===== src/rtl/regwb_sched.sv =====
// Write-back scheduler and load scoreboard for the register file's single write port.
// Optional: define REGWB_STALLCNT_EN to add the collide_cnt output.
module regwb_sched #(
   parameter int unsigned AWIDTH  = 4,
   parameter int unsigned DWIDTH  = 16,
   parameter int unsigned LQDEPTH = 2,
   parameter int unsigned MAXOUT  = 4
) (
   input  logic              clk,
   input  logic              rst_n,
   input  logic              ex_valid,
   input  logic [AWIDTH-1:0] ex_wsel,
   input  logic [DWIDTH-1:0] ex_wdata,
   input  logic              ld_issue,
   input  logic [AWIDTH-1:0] ld_issue_sel,
   output logic              ld_issue_ready,
   input  logic              ld_valid,
   input  logic [AWIDTH-1:0] ld_sel,
   input  logic [DWIDTH-1:0] ld_data,
   output logic              ld_ready,
   input  logic [AWIDTH-1:0] chk_asel,
   input  logic [AWIDTH-1:0] chk_bsel,
   input  logic [AWIDTH-1:0] chk_wsel,
   output logic              hazard,
   output logic              rf_wreg,
   output logic [AWIDTH-1:0] rf_wsel,
   output logic [DWIDTH-1:0] rf_wdata
`ifdef REGWB_STALLCNT_EN
   ,
   output logic [15:0]       collide_cnt
`endif
);

   localparam int unsigned NReg = 1 << AWIDTH;
   localparam int unsigned PtrW = (LQDEPTH > 1) ? $clog2(LQDEPTH) : 1;
   localparam int unsigned OccW = $clog2(LQDEPTH) + 1;
   localparam int unsigned CntW = $clog2(MAXOUT + 1);
   localparam int unsigned EntW = AWIDTH + DWIDTH;

   localparam logic [OccW-1:0] OccFull = OccW'(LQDEPTH);
   localparam logic [CntW-1:0] CntMax  = CntW'(MAXOUT);

   logic [EntW-1:0]   fifo_q [LQDEPTH];
   logic [PtrW-1:0]   wptr_q, wptr_d, rptr_q, rptr_d;
   logic [OccW-1:0]   occ_q, occ_d;
   logic              fifo_empty, push, pop, ld_acc;

   logic [NReg-1:0]   pending_q, pending_d;
   logic [CntW-1:0]   cnt_q, cnt_d;
   logic              sb_set, sb_clr;

   logic              wreg_q, wreg_d, isld_q, isld_d;
   logic [AWIDTH-1:0] wsel_q, wsel_d;
   logic [DWIDTH-1:0] wdata_q, wdata_d;

   assign fifo_empty = (occ_q == '0);
   assign ld_ready   = (occ_q != OccFull);
   assign ld_acc     = ld_valid & ld_ready;

   assign ld_issue_ready = (cnt_q < CntMax) & ~pending_q[ld_issue_sel];
   assign hazard = pending_q[chk_asel] | pending_q[chk_bsel] | pending_q[chk_wsel];

   assign rf_wreg  = wreg_q;
   assign rf_wsel  = wsel_q;
   assign rf_wdata = wdata_q;

   // Strict priority: ALU, then FIFO head, then bypass of the returning load.
   always_comb begin
      wreg_d  = 1'b0;
      isld_d  = 1'b0;
      wsel_d  = wsel_q;
      wdata_d = wdata_q;
      pop     = 1'b0;
      if (ex_valid) begin
         wreg_d  = 1'b1;
         wsel_d  = ex_wsel;
         wdata_d = ex_wdata;
      end else if (!fifo_empty) begin
         wreg_d  = 1'b1;
         isld_d  = 1'b1;
         pop     = 1'b1;
         {wsel_d, wdata_d} = fifo_q[rptr_q];
      end else if (ld_acc) begin
         wreg_d  = 1'b1;
         isld_d  = 1'b1;
         wsel_d  = ld_sel;
         wdata_d = ld_data;
      end
      push = ld_acc & (ex_valid | !fifo_empty);
   end

   always_comb begin
      wptr_d = push ? wptr_q + PtrW'(1) : wptr_q;
      rptr_d = pop  ? rptr_q + PtrW'(1) : rptr_q;
      occ_d  = occ_q;
      if (push && !pop) begin
         occ_d = occ_q + OccW'(1);
      end else if (!push && pop) begin
         occ_d = occ_q - OccW'(1);
      end
   end

   // A commit only retires a bit that is actually pending, so stray returns leave the count alone.
   assign sb_clr = wreg_q & isld_q & pending_q[wsel_q];
   assign sb_set = ld_issue & ld_issue_ready;

   always_comb begin
      pending_d = pending_q;
      if (sb_clr) pending_d[wsel_q] = 1'b0;
      if (sb_set) pending_d[ld_issue_sel] = 1'b1;
      cnt_d = cnt_q;
      if (sb_set && !sb_clr) begin
         cnt_d = cnt_q + CntW'(1);
      end else if (!sb_set && sb_clr) begin
         cnt_d = cnt_q - CntW'(1);
      end
   end

   always_ff @(posedge clk) begin
      if (!rst_n) begin
         wptr_q    <= '0;
         rptr_q    <= '0;
         occ_q     <= '0;
         pending_q <= '0;
         cnt_q     <= '0;
         wreg_q    <= 1'b0;
         isld_q    <= 1'b0;
         wsel_q    <= '0;
         wdata_q   <= '0;
      end else begin
         wptr_q    <= wptr_d;
         rptr_q    <= rptr_d;
         occ_q     <= occ_d;
         pending_q <= pending_d;
         cnt_q     <= cnt_d;
         wreg_q    <= wreg_d;
         isld_q    <= isld_d;
         wsel_q    <= wsel_d;
         wdata_q   <= wdata_d;
      end
   end

   always_ff @(posedge clk) begin
      if (push) fifo_q[wptr_q] <= {ld_sel, ld_data};
   end

`ifdef REGWB_STALLCNT_EN
   logic [15:0] collide_q, collide_d;

   always_comb begin
      collide_d = collide_q;
      if (ex_valid && !fifo_empty && collide_q != 16'hFFFF) collide_d = collide_q + 16'd1;
   end

   always_ff @(posedge clk) begin
      if (!rst_n) collide_q <= '0;
      else        collide_q <= collide_d;
   end

   assign collide_cnt = collide_q;
`endif

   // Protocol checks: ALU must not target a pending register; returns must match a pending load.
   a_ex_not_pending: assert property (@(posedge clk) disable iff (!rst_n)
      ex_valid |-> !pending_q[ex_wsel]);
   a_ld_is_pending: assert property (@(posedge clk) disable iff (!rst_n)
      (ld_valid && ld_ready) |-> pending_q[ld_sel]);

endmodule

===== config.mk =====
export PLATFORM = sky130hd
export DESIGN_NAME = regwb_sched
export DESIGN_NICKNAME = d
export VERILOG_FILES = /design/src/rtl/regwb_sched.sv
export SDC_FILE = /design/constraint.sdc
export NUM_CORES = 1
export LEC_CHECK = 0
export CELL_PAD_IN_SITES_DETAIL_PLACEMENT = 2
export CELL_PAD_IN_SITES_GLOBAL_PLACEMENT = 2
export CORE_ASPECT_RATIO = 2
export CORE_MARGIN = 10
export CORE_UTILIZATION = 36
export CTS_CLUSTER_DIAMETER = 150
export CTS_CLUSTER_SIZE = 24
export DETAILED_ROUTE_END_ITERATION = 6
export PLACE_DENSITY = 0.95
export SLEW_MARGIN = 20
export SYNTH_ARGS = -nofsm -noshare
export SYNTH_HDL_FRONTEND = slang
export SYNTH_SLANG_ARGS = --single-unit

===== constraint.sdc =====
create_clock -name clk -period 6.28 [get_ports clk]
set_input_delay 0.942 -clock clk [delete_from_list [all_inputs] [get_ports clk]]
set_output_delay 0.942 -clock clk [all_outputs]
set_load 0.05 [all_outputs]

==> flow_metrics.tcl <==
set metrics [dict create \
    leakage_uw 0.00192 \
    met2_length_mm 9.45 \
    path_cells "clkdlybuf4s50_1 > mux4_2 > mux2i_1 > mux2i_1 > nor2_1 > clkdlybuf4s50_1" \
    layout_setup_ws_ns 1.59 \
    syn_area_mm2 0.00442 \
    synth_commonest_cells "dfxtp_1, mux2i_1, edfxtp_1" \
    nFillCells 1225 \
    async_flop_share_pct 0 \
    ys_top_cells_by_area "edfxtp_1, dfxtp_1, mux2i_1" \
    yosysMostFrequentCell "dfxtp_1" \
    root_buffer "clkbuf_16" \
    slew_viol_final 0 \
    drtIter0Drc 221 \
    syn_inst 402 \
    crit_required_ns 5.34 \
    power.density_mw_per_mm2 348 \
    hold_buffers 0 \
    yosysTopAreaCellShare_pct 27.2 \
    drive_gt1_share_pct 9.03 \
    grt_pass1_vias 4412 \
    critPathArrivalTime_ns 3.75 \
    wire_per_inst_um 26.0 \
    viasPerCell 6.01 \
    grt_pass1_wl_mm 25.4 \
    syn_nets 466 \
    cts.sink_count 86 \
    drt-met1-wl_mm 5.63 \
    synth_top_area_cell "edfxtp_1" \
    critPathCaptureType "output pin" \
    die_area_mm2 0.0174 \
    max_cap_violations 0 \
    syn2layout_area_growth_pct 27.7 \
    worst-setup-path-type "in2out" \
    core-area_mm2 0.0121 \
    dr_wl_met3_um 503 \
    place.gp.congestion 0.860 \
    multi_input_area_mm2 0.00212 \
    clockBufferDepth 2 \
    crit_path_start_kind "input port" \
    place_hpwl_mm 11.5 \
    max_freq_mhz 213 \
    start_util_pct 36.6 \
    path_clk_slew_ns 0.07 \
    post-route-min-period_ns 4.69 \
    first_pass_iters 4 \
    rows 57 \
    setup_viol 0 \
    drtAntennaViolNets 0 \
    cts_resized 0 \
    cts_setup_buffers 0 \
    hp-class "reg2reg" \
    final_nets 535 \
    drt-total-wl_mm 16.2 \
    antennaDiodeCount 0 \
    avgSynthCellArea_um2 11.0 \
    clock_skew_ns 0.0112 \
    yosysUniqueCellTypes 51 \
    io_buffers 84 \
    max-slew-margin-rel_pct 29.6 \
    cts_tree "built" \
    path_max_fanout 15 \
    insertion_delay_ns 0.34 \
    cp_slowest_cell "clkdlybuf4s50_1" \
    dpl_worst_slack_ns 1.57 \
    rsz0062_at_grt "no" \
    final-hold-violation-count 0 \
    die_y_um 177 \
    dr.max_layer_used "met4" \
    antenna_found_initial 0 \
    setup_tns_ns 0 \
    ys_seq_area_share_pct 48.1 \
    h-tree-depth 3 \
    slowest_delay_ns 0.84 \
    remaining_drc_errors 0 \
    synth-main-ff-cell "dfxtp_1" \
    pin_count 85 \
    cts_buffers 9 \
    ys_ff_latch 86 \
    num_vias 3746 \
    status "completed" \
    worstMarginPinSlew_ns 1.06 \
    fin_crit_sh_pct 74.7 \
    synth_edf_count 40 \
    grt_use_total_pct 18.4 \
    grt.overflow.total 0 \
    ir_drop_uv 221 \
    grt_max_degree 49 \
    die_w_um 98.3 \
    register_area_mm2 0.00212 \
    yosysWarnings 0 \
]
==> worst max-delay path: cells and delay by family <==
family	cells	cell delay, ns
buffers and inverters	2	1.66
multiplexers	3	1.00
AND/OR/NAND/NOR	1	0.14
==> kinds of logic after synthesis <==
| family | Yosys count | share of synthesized area (%) |
|---|---|---|
| AOI/OAI and AO/OA | 120 | 17.0 |
| xor gates and xnor gates | 5 | 0.992 |
| adders and majority gates | 3 | 1.02 |
| buffers and inverters | 38 | 4.11 |
| DFF | 86 | 48.1 |
| muxes | 56 | 16.2 |
| and+or+nand+nor | 94 | 12.6 |
==> cells in the final DEF, fill, tap and decap left out, drive strengths merged, types with 4 or more instances in the layout <==
cell,n
o32ai,5
nand3,8
and2,7
clkdlybuf4s50,84
o211ai,12
mux2i,43
nand2,10
nor3,17
nand3b,5
buf,5
nor2,11
clkbuf,10
nand2b,6
nor2b,5
o21ai,31
or3,6
mux4,12
inv,8
a211oi,20
edfxtp,40
a21oi,38
or3b,4
dfxtp,46
==> final timing paths <==
check | startpoint | to | slack (ns) | cells past startpoint
worst max-delay path | ld_issue_sel[1] | ld_issue_ready | 1.59 | 6
worst min-delay path | rf_wdata[12] | rf_wdata[12] | 0.54 | 2
worst max register to register | rf_wsel[0] | cnt_q[2] | 3.06 | 10
worst min register to register | rf_wdata[12] | rf_wdata[12] | 0.54 | 2
==> area by class of cell <==
cell class	count	share of cell area, %
repair buffers	89	15.6
inverters	7	0.466
well taps	147	3.26
multi-input cells	278	37.6
clock buffers	10	4.24
flip-flops and latches	86	37.6
clock inverters	6	1.22
==> per-stage QoR <==
stage | std cells | cell area, µm² | power [µW] | utilization (%) | hold WS [ns]
after global routing | 623 | 5640 | 2050 | 46.8 | 0.582
final | 623 | 5640 | 1960 | 46.8 | 0.543
after detailed placement | 607 | 5330 | 1410 | 44.2 | 0.538
after floorplan | 402 | 4420 | 1180 | - | 0.495
after global placement | 607 | 5330 | 1370 | 44.2 | 0.499
after CTS | 623 | 5630 | 1980 | 46.7 | 0.556
==> where the power goes <==
part / total (µW) / internal (µW) / switching, µW
Clock: 551 / 321 / 230
Sequential: 747 / 679 / 68.1
Combinational: 662 / 246 / 417
==> layer usage <==
layer,vias to the layer above,track usage [%]
li1,1695,-
met1,1910,17.8
met2,103,35.5
met3,38,3.29
met4,0,9.90
met5,-,0
==> registers in the layout (all words and copies together), names as in the netlist, named ones only <==
name and count:
cnt_q 3, fifo_q 40, isld_q 1, occ_q 2, pending_q 16, rf_wdata 16
rf_wreg 1, rf_wsel 4, rptr_q 1, wptr_q 1
No activity file was read; power rests on OpenSTA's default activity.
